[src/rtl/mem_fifo_pkg.sv]
// Shared widths, types and defaults for the memory-backed FIFO controller.
package mem_fifo_pkg;

    localparam int DATA_WIDTH_DEF = 32;
    localparam int ADDR_WIDTH_DEF = 5;
    localparam int DEPTH          = 2 ** ADDR_WIDTH_DEF;
    localparam int AF_THRESH_DEF  = 28;

    typedef logic [ADDR_WIDTH_DEF-1:0] ptr_t;
    typedef logic [ADDR_WIDTH_DEF-1:0] cnt_t;

endpackage

[src/rtl/wrap_ptr.sv]
// Wrapping pointer register with increment enable and load; exposes next and current value.
module wrap_ptr
    import mem_fifo_pkg::*;
#(
    parameter int WIDTH = ADDR_WIDTH_DEF
) (
    input  logic             clock,
    input  logic             reset,
    input  logic             en_i,
    input  logic             load_i,
    input  logic [WIDTH-1:0] load_val_i,
    output logic [WIDTH-1:0] ptr_d_o,
    output logic [WIDTH-1:0] ptr_q_o
);

    logic [WIDTH-1:0] ptr_d;
    logic [WIDTH-1:0] ptr_q;

    // NOTE: the default assignment first means every path drives ptr_d, so no latch is inferred.
    always_comb begin
        ptr_d = ptr_q;
        if (load_i) begin
            ptr_d = load_val_i;
        end else if (en_i) begin
            ptr_d = ptr_q + WIDTH'(1);
        end
    end

    // NOTE: state registers use non-blocking assignments so all flops update together at the edge.
    always_ff @(posedge clock or negedge reset) begin
        if (!reset) begin
            ptr_q <= '0;
        end else begin
            ptr_q <= ptr_d;
        end
    end

    assign ptr_d_o = ptr_d;
    assign ptr_q_o = ptr_q;

endmodule

[src/rtl/mem_fifo_ctrl.sv]
// Valid/ready FIFO controller wrapped around an always-writing, registered-read-address memory.
module mem_fifo_ctrl
    import mem_fifo_pkg::*;
#(
    parameter int DATA_WIDTH = DATA_WIDTH_DEF,
    parameter int ADDR_WIDTH = ADDR_WIDTH_DEF,
    parameter int AF_THRESH  = AF_THRESH_DEF
) (
    input  logic                  clock,
    input  logic                  reset,
    input  logic                  in_valid,
    output logic                  in_ready,
    input  logic [DATA_WIDTH-1:0] in_data,
    output logic                  out_valid,
    input  logic                  out_ready,
    output logic [DATA_WIDTH-1:0] out_data,
    input  logic                  flush,
    output logic [ADDR_WIDTH-1:0] count,
    output logic                  almost_full,
    output logic [ADDR_WIDTH-1:0] mem_waddr,
    output logic [DATA_WIDTH-1:0] mem_wdata,
    output logic [ADDR_WIDTH-1:0] mem_raddr,
    input  logic [DATA_WIDTH-1:0] mem_rdata
);

    // The slot under wr_ptr is always free, so one slot is sacrificed: full is all-ones.
    localparam logic [ADDR_WIDTH-1:0] CNT_FULL = '1;
    localparam logic [ADDR_WIDTH-1:0] AF_LVL   = ADDR_WIDTH'(AF_THRESH);

    logic                  push;
    logic                  pop;
    logic [ADDR_WIDTH-1:0] wr_ptr_d;
    logic [ADDR_WIDTH-1:0] wr_ptr_q;
    logic [ADDR_WIDTH-1:0] rd_ptr_d;
    logic [ADDR_WIDTH-1:0] rd_ptr_q;
    logic [ADDR_WIDTH-1:0] count_d;
    logic [ADDR_WIDTH-1:0] count_q;
    logic                  af_d;
    logic                  af_q;

    assign in_ready  = ~flush & (count_q != CNT_FULL);
    assign out_valid = (count_q != '0);
    assign push      = in_valid & in_ready;
    assign pop       = out_valid & out_ready;

    wrap_ptr #(.WIDTH(ADDR_WIDTH)) u_wr_ptr (
        .clock      (clock),
        .reset      (reset),
        .en_i       (push),
        .load_i     (1'b0),
        .load_val_i (wr_ptr_q),
        .ptr_d_o    (wr_ptr_d),
        .ptr_q_o    (wr_ptr_q)
    );

    // Flush has priority over pop inside wrap_ptr, so a same-cycle pop is absorbed.
    wrap_ptr #(.WIDTH(ADDR_WIDTH)) u_rd_ptr (
        .clock      (clock),
        .reset      (reset),
        .en_i       (pop),
        .load_i     (flush),
        .load_val_i (wr_ptr_q),
        .ptr_d_o    (rd_ptr_d),
        .ptr_q_o    (rd_ptr_q)
    );

    always_comb begin
        count_d = count_q;
        if (flush) begin
            count_d = '0;
        end else if (push && !pop) begin
            count_d = count_q + ADDR_WIDTH'(1);
        end else if (!push && pop) begin
            count_d = count_q - ADDR_WIDTH'(1);
        end
        af_d = (count_d >= AF_LVL);
    end

    always_ff @(posedge clock or negedge reset) begin
        if (!reset) begin
            count_q <= '0;
            af_q    <= 1'b0;
        end else begin
            count_q <= count_d;
            af_q    <= af_d;
        end
    end

    // The memory registers its read address, so feeding it the next read pointer
    // makes mem_rdata track mem[rd_ptr] with no extra cycle of latency.
    assign mem_raddr   = rd_ptr_d;
    assign mem_waddr   = wr_ptr_q;
    assign mem_wdata   = in_data;
    assign out_data    = mem_rdata;
    assign count       = count_q;
    assign almost_full = af_q;

    unused_wr_next: assert property (@(posedge clock) disable iff (!reset)
        count_q == ADDR_WIDTH'(wr_ptr_q - rd_ptr_q));

    no_pop_when_empty: assert property (@(posedge clock) disable iff (!reset)
        !(pop && count_q == '0));

    no_push_when_full: assert property (@(posedge clock) disable iff (!reset)
        !(push && count_q == CNT_FULL));

    logic unused_wr_d;
    assign unused_wr_d = ^wr_ptr_d;

endmodule

[config.mk]
export PLATFORM = sky130hd
export DESIGN_NAME = mem_fifo_ctrl
export DESIGN_NICKNAME = d
export VERILOG_FILES = /design/src/rtl/mem_fifo_pkg.sv /design/src/rtl/wrap_ptr.sv /design/src/rtl/mem_fifo_ctrl.sv
export SDC_FILE = /design/constraint.sdc
export NUM_CORES = 1
export LEC_CHECK = 0
export ABC_AREA = 1
export CAP_MARGIN = 20
export CORE_MARGIN = 4
export CORE_UTILIZATION = 32
export CTS_CLUSTER_SIZE = 12
export DETAILED_ROUTE_END_ITERATION = 12
export GPL_ROUTABILITY_DRIVEN = 0
export PLACE_DENSITY = 0.85
export SLEW_MARGIN = 25
export SYNTH_ARGS = -nofsm -noshare
export SYNTH_HDL_FRONTEND = slang
export SYNTH_SLANG_ARGS = --single-unit
[constraint.sdc]
create_clock -name clock -period 3.4 [get_ports clock]
set_input_delay 0.68 -clock clock [delete_from_list [all_inputs] [get_ports clock]]
set_output_delay 0.68 -clock clock [all_outputs]
set_load 0.02 [all_outputs]
Word-level counts from Yosys, hierarchy flattened
Cells that the tools add are included.
{ "totals": {"inputBits": 69, "out_inout_bits": 82, "register_bits": 16, "word_cells": 24} }
{ "classes": {"n_mux": 5, "add_sub_neg": 4, "order_cmp": 1, "bitwise": 4, "n_eq_ne": 1, "reduce_logical": 5} }
{ "ops": {"columns": ["cell", "n"], "rows": [
  ["$mux W5", 5],
  ["$add A5 B1 Y5 const B", 3],
  ["$ge A5 B5 Y1 const B", 1],
  ["$ne A5 B5 Y1 const B", 1],
  ["$reduce_bool A5 Y1", 1],
  ["$sub A5 B1 Y5 const B", 1],
  ["$and A1 B1 Y1", 3],
  ["$logic_and A1 B1 Y1", 2],
  ["$logic_not A1 Y1", 2],
  ["$not A1 Y1", 1]
]} }

Depth between registers and ports, before layout
{ "logic_depth": {"depth_word": 9, "mapped_depth": 13} }

Cells and area by module
From an unflattened synthesis, not the netlist that was laid out.
{ "unflattened": {"cells_unflattened": 200, "area_unflattened_um2": 1510.2} }
{ "by_module_without_submodules": {"columns": ["module", "n_inst", "seq_area_each_um2", "area_each_um2", "cells_each"], "rows": [
  ["mem_fifo_ctrl", 1, 150.1, 959.7, 128],
  ["wrap_ptr", 2, 125.1, 275.3, 36]
]} }

Worst setup path after synthesis
No wires, ideal clock.
{ "synth_path": {"path_type": "register to output", "startpoint": "register count_q[0], in the netlist count[0]", "endpoint": "output port mem_raddr[0]", "setup_slack_ns": 0.912, "t_required_ns": 2.720, "t_arrival_ns": 1.808, "path_stages_with_launch": 7, "n_path_buf": 0, "path_cell_list": "dfrtp_1 inv_1 ha_1 nand3_4 nand2_8 xor2_1 o21ai_0"} }
{ "synth_via": {"elab_chain_len": 4} }
{ "synth_rtl": {"columns": ["element", "line", "source"], "rows": [
  ["start, declared", "mem_fifo_ctrl.sv:37", "logic [ADDR_WIDTH-1:0] count_q;"],
  ["start signal, assigned", "mem_fifo_ctrl.sv:84", "count_q <= count_d;"],
  ["$reduce_bool A5 Y1", "mem_fifo_ctrl.sv:42", "assign out_valid = (count_q != '0);"],
  ["via out_valid", "mem_fifo_ctrl.sv:14", "output logic out_valid,"],
  ["$and A1 B1 Y1", "mem_fifo_ctrl.sv:44", "assign pop = out_valid & out_ready;"],
  ["$mux W5", "wrap_ptr.sv:24", "end else if (en_i) begin"],
  ["$mux W5", "wrap_ptr.sv:22", "if (load_i) begin"],
  ["end, declared", "mem_fifo_ctrl.sv:22", "output logic [ADDR_WIDTH-1:0] mem_raddr,"]
]} }
The timed path passes the listed nets, and every way through them passes these cells.

Worst setup path in the final report
{ "layout_path": {"startpoint": "input port out_ready", "endpoint": "output port mem_raddr[2]"} }
{ "layout_via": {"elab_chain_len": 3} }
{ "layout_rtl": {"columns": ["element", "line", "source"], "rows": [
  ["start, declared", "mem_fifo_ctrl.sv:15", "input logic out_ready,"],
  ["$and A1 B1 Y1", "mem_fifo_ctrl.sv:44", null],
  ["$mux W5", "wrap_ptr.sv:24", null],
  ["$mux W5", "wrap_ptr.sv:22", null]
]} }
Every way passes these cells.

==> impl_metrics.ini <==
[timing]
min_period_over_period_pct = 94.89
setup_tns_ns = 0
layout_min_cycle_time_ns = 3.226
slew_violations = 0
fmax_mhz = 310.0
hold_violations = 0
slew_headroom_pct = 51.77
setup_viol = 0
rsz0062_at_grt = false
fin_skew_ns = 0.003793
worst_pin_slew_ns = 0.7212

[run_status]
status = finished clean

[global_routing]
grt_pass1_vias = 922
grt_usage_pct = 8.897
grt_max_degree = 17
grt_pass1_wl_mm = 4.250
antenna_found_initial = 0
gr-total-overflow = 0

[critical_path]
r2r_cells = 13
r2r_slack_ns = 1.42
worstPathRequired_ns = 2.72
cp_max_fo = 10
arrival_ns = 2.55
startpoint_type = input port
path_class = input port to primary output
end_kind = primary output

[synthesis]
postSynthCellCount = 186
synth_flop_cell = dfrtp_1
synth_top_area_share_pct = 32.24
async_reset_ff_share_pct = 100.0
syn_area_sq_mm = 0.001490
yosysTopAreaCell = buf_4
yosysUniqueCellTypes = 25
synth_edf_count = 0
synth_commonest_cells = buf_4, nand2_1, dfrtp_1
ys_seq_elements = 16
yosysMostFrequentCell = buf_4
syn_nets = 260
ys.warnings.count = 0
ys_seq_area_share_pct = 26.87
yosys-top-cells-area = buf_4, dfrtp_1, nand2_1
synth_area_per_cell_sq_um = 8.012

[die]
io-pin-count = 151
core_sq_mm = 0.004444
rows = 24
die_w_um = 76.24
start_util_pct = 33.53
die_area_sq_mm = 0.005813
die_h_um = 76.24

[cts]
cts.sinks = 16
numCtsBuffers = 3
clock_latency_ns = 0.25
cts_root_buf = clkbuf_8
cts_max_level = 1
cts_resized = 0
cts_hold_buf = 0
clkTransAtPathRegs_ns = 0.07
post_cts_buffers = 0
cts_buffer_depth = 2
cts_tree = yes

[power]
p_leak_nw = 0.6446
power.density_mw_per_mm2 = 752.6
peakVddDrop_uv = 176.4
finalPower_w = 0.001010

[placement]
port_buffers = 22
dp_hpwl_mm = 1.879

[layout]
fill_cells = 466
final_nets = 222
syn2layout_area_growth_pct = -9.907
drive_above_1_share_pct = 11.56
antenna_cells = 0

[detailed_routing]
drc = 0
vias_per_cell = 4.422
dr_total_vias = 880
ant_nets = 0
firstDrtPassIters = 4
drt-wirelength-per-cell_um = 12.50
wirelength_mm = 2.487
dr.first_iter.drc_count = 32

[worst_hold_path]
hold_depth = 1
hp-class = flop to flop

[run]
maxCapViolations = 0
[metrics by stage]
step	hold slack [ns]	cells	setup WS [ns]	cell area [sq um]	util, %
after global routing	0.5276	199	0.09952	1343	30.21
after global placement	0.5050	195	0.2230	1287	28.97
after floorplan	0.3844	186	0.9116	1490	-
final	0.5137	199	0.1738	1343	30.21
after detailed placement	0.5021	195	0.1876	1287	28.97
after CTS	0.5124	199	0.1710	1343	30.21
[sequential cells by signal, indices dropped and copies added (netlist names)]
name	count
u_wr_ptr.ptr_q_o	5
almost_full	1
u_rd_ptr.ptr_q_o	5
count	5
[cell type report]
class / count / area (sq um) / area share, %
clock buffer: 4 / 55.05 / 4.101
inverter: 15 / 58.81 / 4.380
multi-input combinational: 89 / 535.5 / 39.89
sequential: 16 / 400.4 / 29.82
tap: 52 / 65.06 / 4.846
timing repair buffer: 23 / 227.7 / 16.96
[layout by cell type, fill, tap and decap left out, drive strengths merged, types with 3 or more instances in the layout]
cell type / instances
nand2: 37
o21ai: 3
xnor2: 3
ha: 5
xor2: 6
clkbuf: 4
dfrtp: 16
clkdlybuf4s50: 22
nor2: 15
inv: 15
nand3: 11
[power breakdown]
part	total (W)	switching, W	internal (W)
combinational	0.000503	0.000273	0.000230
clock	0.000168	0.0000655	0.000103
sequential	0.000340	0.0000825	0.000257
total	0.00101	0.000421	0.000589
[worst paths after layout]
kind	startpoint	end
max in group asynchronous	reset	u_wr_ptr.ptr_q_o[0]$_DFFE_PN0P_
min	u_wr_ptr.ptr_q_o[4]$_DFFE_PN0P_	u_wr_ptr.ptr_q_o[4]$_DFFE_PN0P_
max	out_ready	mem_raddr[2]
max reg2reg	count[1]$_DFF_PN0_	almost_full$_DFF_PN0_
min reg2reg	u_wr_ptr.ptr_q_o[4]$_DFFE_PN0P_	u_wr_ptr.ptr_q_o[4]$_DFFE_PN0P_
min in group asynchronous	reset	u_wr_ptr.ptr_q_o[1]$_DFFE_PN0P_
[worst max-delay path, stage by stage]
cell and delay (ns):
clkdlybuf4s50_1 0.64, nand2_8 0.12, nor2_1 0.13, xor2_1 0.16, nand2_1 0.07, o21ai_0 0.11, clkdlybuf4s50_1 0.65
[routing by layer]
layer	vias up	part of all wire, %	global-route usage (%)
li1	435	-	-
met1	406	41	9.434
met2	23	46	14.15
met3	16	9.2	2.719
met4	0	3.0	7.971
met5	-	0	0
[cells by family (layout without fill, tap and decap cells)]
| logic type | after synthesis | in the layout | share of synthesized area [%] |
|---|---|---|---|
| buf+inv | 81 | 42 | 37.20 |
| flops | 16 | 16 | 26.87 |
| compound gates | 9 | 9 | 3.526 |
| simple gates | 66 | 66 | 22.92 |
| xor+xnor | 9 | 9 | 5.290 |
| fa+ha+maj | 5 | 5 | 4.198 |
No activity file was read; power rests on OpenSTA's default activity.
